## config.mk

```make
export PLATFORM = sky130hd
export DESIGN_NAME = stopwatch_counter
export DESIGN_NICKNAME = d
export VERILOG_FILES = /design/src/rtl/stopwatch_counter_pkg.sv /design/src/rtl/stopwatch_counter_tick_sync.sv /design/src/rtl/stopwatch_counter.sv
export SDC_FILE = /design/constraint.sdc
export NUM_CORES = 1
export LEC_CHECK = 0
export ABC_AREA = 1
export BUFFER_PORTS_ARGS = -buffer_cell sky130_fd_sc_hd__buf_2
export CELL_PAD_IN_SITES_DETAIL_PLACEMENT = 1
export CELL_PAD_IN_SITES_GLOBAL_PLACEMENT = 1
export CORE_ASPECT_RATIO = 0.8
export CORE_MARGIN = 10
export CORE_UTILIZATION = 39
export CTS_CLUSTER_SIZE = 8
export DETAILED_ROUTE_END_ITERATION = 12
export PLACE_DENSITY_LB_ADDON = 0.1
export SLEW_MARGIN = 20
export SYNTH_ARGS = -nofsm -noshare
export SYNTH_HDL_FRONTEND = slang
export SYNTH_HIERARCHICAL = 1
export SYNTH_SLANG_ARGS = --single-unit
export TNS_END_PERCENT = 20
```

## constraint.sdc

```tcl
create_clock -name i_clk -period 1.6 [get_ports i_clk]
set_input_delay 0.16 -clock i_clk [delete_from_list [all_inputs] [get_ports i_clk]]
set_output_delay 0.16 -clock i_clk [all_outputs]
set_load 0.005 [all_outputs]
```

## src/rtl/stopwatch_counter_pkg.sv

```systemverilog
// Shared constants, state encoding and helpers for the stopwatch counter.
package stopwatch_counter_pkg;

    typedef enum logic [1:0] {
        S_RUN   = 2'd0,
        S_PAUSE = 2'd1,
        S_ADJ   = 2'd2
    } sw_state_t;

    localparam int unsigned SYNC_STAGES_DEF = 2;
    localparam int unsigned MAX_MIN_DEF     = 59;
    localparam int unsigned MAX_SEC_DEF     = 59;

    // Compare-to-max before adding so the field never exceeds its wrap value.
    function automatic logic [5:0] wrap_inc(input logic [5:0] value, input logic [5:0] max);
        return (value == max) ? 6'd0 : value + 6'd1;
    endfunction

endpackage

```

## src/rtl/stopwatch_counter_tick_sync.sv

```systemverilog
// Synchronises a divider toggle level into clk and flags each rising edge for one cycle.
module stopwatch_counter_tick_sync #(
    parameter int unsigned SYNC_STAGES = 2
) (
    input  logic i_clk,
    input  logic i_rst,
    input  logic i_level,
    output logic o_level,
    output logic o_rise_tick
);

    logic [SYNC_STAGES-1:0] r_sync;
    logic                   r_prev;

    always_ff @(posedge i_clk or posedge i_rst) begin
        if (i_rst) begin
            r_sync <= '0;
            r_prev <= 1'b0;
        end else begin
            r_sync <= {r_sync[SYNC_STAGES-2:0], i_level};
            r_prev <= r_sync[SYNC_STAGES-1];
        end
    end

    assign o_level     = r_sync[SYNC_STAGES-1];
    assign o_rise_tick = r_sync[SYNC_STAGES-1] & ~r_prev;

endmodule

```

## src/rtl/stopwatch_counter.sv

```systemverilog
// MM:SS stopwatch driven by synchronised divider levels, with run/pause/adjust control and blanking.
module stopwatch_counter
    import stopwatch_counter_pkg::*;
#(
    parameter int unsigned SYNC_STAGES = SYNC_STAGES_DEF,
    parameter int unsigned MAX_MIN     = MAX_MIN_DEF,
    parameter int unsigned MAX_SEC     = MAX_SEC_DEF
) (
    input  logic       i_clk,
    input  logic       i_rst,
    input  logic       i_clk_1hz,
    input  logic       i_clk_2hz,
    input  logic       i_clk_blink,
    input  logic       i_pause,
    input  logic       i_clear,
    input  logic       i_adj,
    input  logic       i_sel,
    output logic [5:0] o_minutes,
    output logic [5:0] o_seconds,
    output logic       o_blank_min,
    output logic       o_blank_sec,
    output logic       o_running
);

    localparam logic [5:0] MAX_MIN_V = 6'(MAX_MIN);
    localparam logic [5:0] MAX_SEC_V = 6'(MAX_SEC);

    logic      w_tick_1hz, w_tick_2hz, w_blink;
    logic      w_level_1hz_unused, w_level_2hz_unused, w_blink_rise_unused;
    sw_state_t r_state, w_state_next;
    logic [5:0] r_min, r_sec, w_min_next, w_sec_next;
    logic      r_blank_min, r_blank_sec, r_running;

    stopwatch_counter_tick_sync #(.SYNC_STAGES(SYNC_STAGES)) u_sync_1hz (
        .i_clk       (i_clk),
        .i_rst       (i_rst),
        .i_level     (i_clk_1hz),
        .o_level     (w_level_1hz_unused),
        .o_rise_tick (w_tick_1hz)
    );

    stopwatch_counter_tick_sync #(.SYNC_STAGES(SYNC_STAGES)) u_sync_2hz (
        .i_clk       (i_clk),
        .i_rst       (i_rst),
        .i_level     (i_clk_2hz),
        .o_level     (w_level_2hz_unused),
        .o_rise_tick (w_tick_2hz)
    );

    stopwatch_counter_tick_sync #(.SYNC_STAGES(SYNC_STAGES)) u_sync_blink (
        .i_clk       (i_clk),
        .i_rst       (i_rst),
        .i_level     (i_clk_blink),
        .o_level     (w_blink),
        .o_rise_tick (w_blink_rise_unused)
    );

    always_comb begin
        w_state_next = r_state;
        unique case (r_state)
            S_RUN: begin
                if (i_adj)        w_state_next = S_ADJ;
                else if (i_pause) w_state_next = S_PAUSE;
            end
            S_PAUSE: begin
                if (i_adj)        w_state_next = S_ADJ;
                else if (i_pause) w_state_next = S_RUN;
            end
            S_ADJ: begin
                if (!i_adj)       w_state_next = S_PAUSE;
            end
            default:              w_state_next = S_RUN;
        endcase
    end

    // Clear has priority over any tick; adjust increments never carry between fields.
    always_comb begin
        w_min_next = r_min;
        w_sec_next = r_sec;
        if (i_clear) begin
            w_min_next = 6'd0;
            w_sec_next = 6'd0;
        end else if (r_state == S_RUN && w_tick_1hz) begin
            w_sec_next = wrap_inc(r_sec, MAX_SEC_V);
            if (r_sec == MAX_SEC_V) w_min_next = wrap_inc(r_min, MAX_MIN_V);
        end else if (r_state == S_ADJ && w_tick_2hz) begin
            if (i_sel) w_sec_next = wrap_inc(r_sec, MAX_SEC_V);
            else       w_min_next = wrap_inc(r_min, MAX_MIN_V);
        end
    end

    always_ff @(posedge i_clk or posedge i_rst) begin
        if (i_rst) begin
            r_state     <= S_RUN;
            r_running   <= 1'b1;
            r_min       <= 6'd0;
            r_sec       <= 6'd0;
            r_blank_min <= 1'b0;
            r_blank_sec <= 1'b0;
        end else begin
            r_state     <= w_state_next;
            r_running   <= (w_state_next == S_RUN);
            r_min       <= w_min_next;
            r_sec       <= w_sec_next;
            r_blank_min <= (r_state == S_ADJ) & w_blink & ~i_sel;
            r_blank_sec <= (r_state == S_ADJ) & w_blink & i_sel;
        end
    end

    assign o_minutes   = r_min;
    assign o_seconds   = r_sec;
    assign o_blank_min = r_blank_min;
    assign o_blank_sec = r_blank_sec;
    assign o_running   = r_running;

endmodule

```

# Word-level counts from Yosys, hierarchy flattened
# Index checks and enable logic that the tools add are counted.
[totals]
reg_bits = 25
out_inout_bits = 15
word_cells = 52
[classes]
add_sub_neg = 2
eq_ne = 6
muxes = 17
bitwise = 8
n_reduce_logical = 8
[ops]
columns = ["operator", "count"]
rows = [
  ["$mux 6", 11],
  ["$add 6x1->6 const B", 2],
  ["$eq 6x6->1 const B", 2],
  ["$mux 2", 5],
  ["$ne 3x2->1 const B", 2],
  ["$pmux 2 s3", 1],
  ["$reduce_bool 3->1", 2],
  ["$and 1x1->1", 5],
  ["$logic_not 2->1", 2],
  ["$not 1->1", 3],
  ["$reduce_and 3->1", 1],
  ["$eq 2x1->1 const B", 1],
  ["$eq 2x2->1 const B", 1],
  ["$logic_and 1x1->1", 2],
  ["$reduce_and 2->1", 1],
]

# Logic depth before layout (Yosys ltp)
# Gate-level depths: netlist (run 1).
[logic_depth]
word_depth = 6
mapped_depth = 9
mapped_depth_nobuf = 9

# Modules after synthesis
# Netlist (run 1), hierarchy kept.
[modules_own_cells]
columns = ["mod", "instances", "cells_each", "area_each_um2", "seq_area_each_um2"]
rows = [
  ["stopwatch_counter", 1, 140, 997.2, 426.7],
  ["stopwatch_counter_tick_sync", 3, 6, 88.8, 75.1],
]

# Least setup slack after synthesis (run 1)
# Ideal clock, no wire load.
[synth_path]
path_kind = "flip-flop to flip-flop"
from = "register r_sec[1], in the netlist o_seconds[1]"
to = "register r_min[0], in the netlist o_minutes[0]"
setup_time_ps = 116
arrival_time_ps = 1156
path_slack_ps = 327
path_stages_with_launch = 9
path_buffers = 0
cell_sequence = "dfrtp_1 > ha_1 > nand3_1 > nor2_4 > nand2_4 > nand2_1 > nand2_2 > nand2_1 > nand2_1"
[synth_between]
elab_chain_cells = 3
[synth_lines]
columns = ["element", "line_no", "source"]
rows = [
  ["from (decl)", "stopwatch_counter.sv:31", "logic [5:0] r_min, r_sec, w_min_next, w_sec_next;"],
  ["from (signal assigned)", "stopwatch_counter.sv:104", "r_sec <= w_sec_next;"],
  ["$eq 6x6->1", "stopwatch_counter.sv:85", "if (r_sec == MAX_SEC_V) w_min_next = wrap_inc(r_min, MAX_MIN_V);"],
  ["$ne 3x2->1 (no line)", "n/a", ""],
  ["$reduce_and 3->1 (no line)", "n/a", ""],
  ["to (signal assigned)", "stopwatch_counter.sv:103", "r_min <= w_min_next;"],
  ["to (decl)", "stopwatch_counter.sv:31", ""],
]
# No other way between the ends.
# A chain may end at the register's enable or synchronous reset.

# Worst setup path after layout (run 1)
[layout_path]
from = "register r_sec[1], in the netlist o_seconds[1]"
to = "register r_min[5], in the netlist o_minutes[5]"
# The elaborated chain is that of the path after synthesis.

==> results of run 1 <==
registers in the layout, summed over array words and instances, names as in the netlist:
register / flops
o_blank_sec: 1
u_sync_2hz/r_sync: 2
o_seconds: 6
u_sync_1hz/r_sync: 2
u_sync_1hz/r_prev: 1
u_sync_2hz/r_prev: 1
o_blank_min: 1
r_state: 2
u_sync_blink/r_sync: 2
o_running: 1
o_minutes: 6
layout make-up:
class	instances	area [µm²]
clock buffers	3	41.3
repair buffers	27	155
flip-flops and latches	25	627
multi-input cells	104	497
well taps	40	50.0
inverters	25	93.8
fillers	402	1590
clock inverters	1	8.76
metal layers:
metal / vias to the layer above / GRT usage
met5: - / 0
met4: 0 / 0.0278
met3: 2 / 0.0396
met2: 18 / 0.174
met1: 508 / 0.139
li1: 533 / -
cell usage in the layout, fill, tap and decap left out, types with 2 or more instances in the layout:
master,count
o21ai_0,3
ha_1,2
nor2_1,19
nand3_1,17
dfrtp_1,24
nand4_1,2
nor2_2,2
nor3_1,3
inv_1,25
nand2_2,2
nand2_1,45
dlygate4sd3_1,4
buf_2,23
clkbuf_8,3
a21oi_1,2
path summary, 6_finish.rpt:
path,start,end,slack [ns],cells after the start
min in group asynchronous,i_rst,u_sync_blink/r_sync[0],0.29,3
min,i_adj,r_state[0],0.09,2
min reg2reg,u_sync_blink/r_sync[0],u_sync_blink/r_sync[1],0.35,0
max reg2reg,o_seconds[1],o_minutes[5],0.16,8
max in group asynchronous,i_rst,o_minutes[1],0.62,3
max,o_seconds[1],o_minutes[5],0.16,8
per-stage QoR:
stage                     instance area (µm²)   util  hold WS [ns]
after detailed placement                 1380  0.451        0.0455
after global routing                     1470  0.481        0.0805
final                                    1470  0.481        0.0854
after floorplan                          1230      -       -0.0988
after CTS                                1470  0.481        0.0805
after global placement                   1380  0.451        0.0424
power by group through the flow:
stage | registers (W) | clock network (W) | logic (W)
after floorplan | 0.000736 | 0 | 0.000119
after global placement | 0.000741 | 0 | 0.000191
after detailed placement | 0.000743 | 0 | 0.000198
after CTS | 0.000731 | 0.000414 | 0.000206
after global routing | 0.000742 | 0.000450 | 0.000236
final | 0.000731 | 0.000389 | 0.000199
==> impl_metrics.toml, run 1 <==
[pwr]
p_sw_w = 0.000376
vdd.ir_drop.worst_mv = 0.686
swShare = 0.285
leakage_nw = 0.842
totalPowerFinal_w = 0.00132
p_comb_frac = 0.151
pwr-share-clk = 0.295
powerDensity_nw_per_um2 = 896
power.internal_w = 0.000942
p_seq_frac = 0.554

[worst_setup_path]
start_kind = "register"
endpoint_kind = "register"
cpMostUsedCell = "nand2_1"
worstPathCellList = "ha_1, nand3_1, nor2_4, nand2_4, nand2_1, nand2_2, nand2_1, nand2_1"
path_delay_family = "simple AND/OR/NAND/NOR gates"
cp_data_arrival_time_ns = 1.61
cp_num_buf_inv = 0
critPathRequiredTime_ns = 1.77
crit_path_top_delay_cell = "dfrtp_1"
path_class = "reg2reg"
critPathMaxStageDelay_ns = 0.42
path_max_fanout = 6

[floorplanning]
die_w_um = 82.8
dieArea_um2 = 5810
fp-row-count = 18
fp.dieH_um = 70.2
num_io_pins = 24
core_region_area_um2 = 3060
initial_core_util = 0.401

[sta]
hold_violations = 0
period_minus_slack_ns = 1.44
finalMaxSlewViolations = 0
rsz0062_at_grt = "no"
tightest_slew_ns = 0.679
finalCritPeriodShare = 0.899
setup_ws_ns = 0.161
setup_viol = 0
finalSetupTns_ns = 0
max_freq_mhz = 695
relSlewSlack = 0.547
finClkSkew_ns = 0.00143

[run]
drv_cap = 0

[global_routing]
gr-total-overflow = 0
grt_usage = 0.111
grt_pass1_wl_um = 5110
antenna_found_initial = 0
grt_start_max_net_pins = 18
grt_pass1_vias = 1150

[layout]
layout-drive-gt1-share = 0.195
instances_no_fill = 225
diodes = 0
area_growth_pct = 19.9
layout.nets = 197

[clocking]
cts_setup_buffers = 0
cts_tree = "yes"
clock_latency_ns = 0.27
cts-resized-gates = 0
hold_buffers = 4
clk_pin_slew_ns = 0.09
cts_max_level = 1
cts_buffer_depth = 2
numCtsBuffers = 3
root_buffer = "clkbuf_8"
cts.sinks = 25

[yosys]
ys_warn_count = 6
synth_area_um2 = 1230
synth_fp_nets = 166
netlist_instances = 155
synth_area_per_cell_um2 = 7.93

[detailed_routing]
via_count = 1061
drcViolationCount = 0
routed-wl-met2_um = 1340
wl_met1_um = 1380
avgRoutedWirePerCell_um = 12.8
wirelength_um = 2880
route.met3.wl_um = 134
top_layer = "met4"
ant_nets = 0
avgViaCountPerCell = 4.72
dr.pass1.iters = 2
drtIter0Drc = 19

[placement]
hpwl_um = 2320
io_buffers = 23
gp_congestion = 0.807
post-place-ws_ns = 0.166
dp.cells = 217

[worst_hold_path]
hold_class = "in2reg"

[run_status]
outcome = "complete, no violations"
Note: power is estimated with default switching activity, not from simulation.
==> inputs of run 2 (changes only) <==
--- a/config.mk
+++ b/config.mk
@@ -14,6 +14,7 @@
 export CORE_UTILIZATION = 39
 export CTS_CLUSTER_SIZE = 8
 export DETAILED_ROUTE_END_ITERATION = 12
+export GPL_TIMING_DRIVEN = 0
 export PLACE_DENSITY_LB_ADDON = 0.1
 export SLEW_MARGIN = 20
 export SYNTH_ARGS = -nofsm -noshare
==> impl_metrics.toml, run 2 (synthesis gave the netlist of run 1 again) <==
[detailed_routing]
dr.pass1.iters = 4
ant_nets = 0
avgRoutedWirePerCell_um = 12.7
via_count = 1071
drcViolationCount = 0
avgViaCountPerCell = 4.74
drtIter0Drc = 32
wirelength_um = 2880

[sta]
relSlewSlack = 0.514
period_minus_slack_ns = 1.43
max_freq_mhz = 701
setup_viol = 0
finalMaxSlewViolations = 0
tightest_slew_ns = 0.729
rsz0062_at_grt = "no"
hold_violations = 0
finClkSkew_ns = 0.00246
finalCritPeriodShare = 0.892
holdWs_ns = 0.0562
finalSetupTns_ns = 0

[pwr]
powerDensity_nw_per_um2 = 900
power.internal_w = 0.000947
swShare = 0.291
p_seq_frac = 0.548
vdd.ir_drop.worst_mv = 0.479
pwr-share-clk = 0.301
p_comb_frac = 0.151
leakage_nw = 0.848
p_sw_w = 0.000389

[floorplanning]
fp.dieH_um = 70.2
dieArea_um2 = 5810
die_w_um = 82.8
core_region_area_um2 = 3060
num_io_pins = 24
initial_core_util = 0.401
fp-row-count = 18

[global_routing]
grt_pass1_wl_um = 5040
grt_pass1_vias = 1126
grt_start_max_net_pins = 18
antenna_found_initial = 0
grt_usage = 0.108
gr-total-overflow = 0

[layout]
area_growth_pct = 20.8
layout_common_cells = "nand2_1, inv_1, dfrtp_1"
layout.nets = 198
final_area_um2 = 1480
multiInputGateArea_um2 = 497
layout_commonest_cell = "nand2_1"
layout-drive-gt1-share = 0.199
fillers = 405
diodes = 0
seq_area_um2 = 627

[clocking]
cts-resized-gates = 0
cts_tree = "yes"
clock_latency_ns = 0.27
clk_pin_slew_ns = 0.09
cts.sinks = 25
cts_setup_buffers = 0
cts_max_level = 1
root_buffer = "clkbuf_8"
cts_buffer_depth = 2
numCtsBuffers = 3

[placement]
gp_congestion = 0.797
hpwl_um = 2290
io_buffers = 23
place_area_um2 = 1390

[run]
drv_cap = 0

[worst_setup_path]
cp_data_arrival_time_ns = 1.60
endpoint_kind = "register"
path_class = "reg2reg"
start_kind = "register"
crit_start = "o_seconds[1]"
reg2reg_from = "o_seconds[1]"
critPathRequiredTime_ns = 1.77
path_max_fanout = 6

[worst_hold_path]
hold_start = "i_adj"
hold_class = "in2reg"

[run_status]
outcome = "complete, no violations"
==> run 2: worst paths after layout <==
check	cells past startpoint	slack [ns]	end
worst max register to register	8	0.17	o_minutes[5]
worst min register to register	0	0.36	u_sync_blink/r_sync[1]
worst min-delay path	2	0.06	r_state[0]
min in group asynchronous	3	0.28	u_sync_blink/r_sync[0]
max in group asynchronous	3	0.58	r_state[1]
worst max-delay path	8	0.17	o_minutes[5]
==> run 2: what timing repair did <==
| action | 4_1_cts | 5_1_grt |
|---|---|---|
| endpoints found under the setup margin | 0 | 0 |
| hold buffers | 4 | 0 |
| endpoints found under the hold margin | 11 | 0 |
==> run 2: metal layers <==
metal | track usage | wire (µm) | up-vias
met5 | 0 | 0 | -
met4 | 0.0204 | 13 | 0
met3 | 0.0448 | 212 | 2
met2 | 0.175 | 1370 | 23
li1 | - | - | 537
met1 | 0.131 | 1280 | 509
==> run 2: layout make-up <==
cell class | count | share of cell area
plain buffers | 1 | 0.00759
clock buffers | 3 | 0.0278
inverters | 25 | 0.0632
multi-input cells | 104 | 0.335
repair buffers | 27 | 0.105
well taps | 40 | 0.0337
flip-flops and latches | 25 | 0.422
clock inverters | 1 | 0.00590
==> run 2: power groups by stage <==
stage	combinational (W)	clock, W	sequential (W)
floorplan	0.000119	0	0.000736
global route	0.000239	0.000455	0.000744
global placement	0.000192	0	0.000742
finish	0.000202	0.000402	0.000731
detailed placement	0.000198	0	0.000745
CTS	0.000207	0.000426	0.000732
==> run 2: worst max-delay path, stage by stage, from the launching register on <==
cell and delay [ns]:
dfrtp_1 0.42, ha_1 0.21, nand3_1 0.13, nor2_4 0.18, nand2_4 0.07, nand2_1 0.07
nand2_2 0.10, nand2_1 0.08, nand2_1 0.06
==> run 2: stage by stage <==
step,setup slack [ns],utilization,power (W),std cells
after floorplan,0.327,-,0.000854,155
after global placement,0.190,0.455,0.000934,218
after detailed placement,0.157,0.455,0.000943,218
after CTS,0.137,0.484,0.00137,226
after global routing,0.00590,0.484,0.00144,226
final,0.172,0.484,0.00134,226
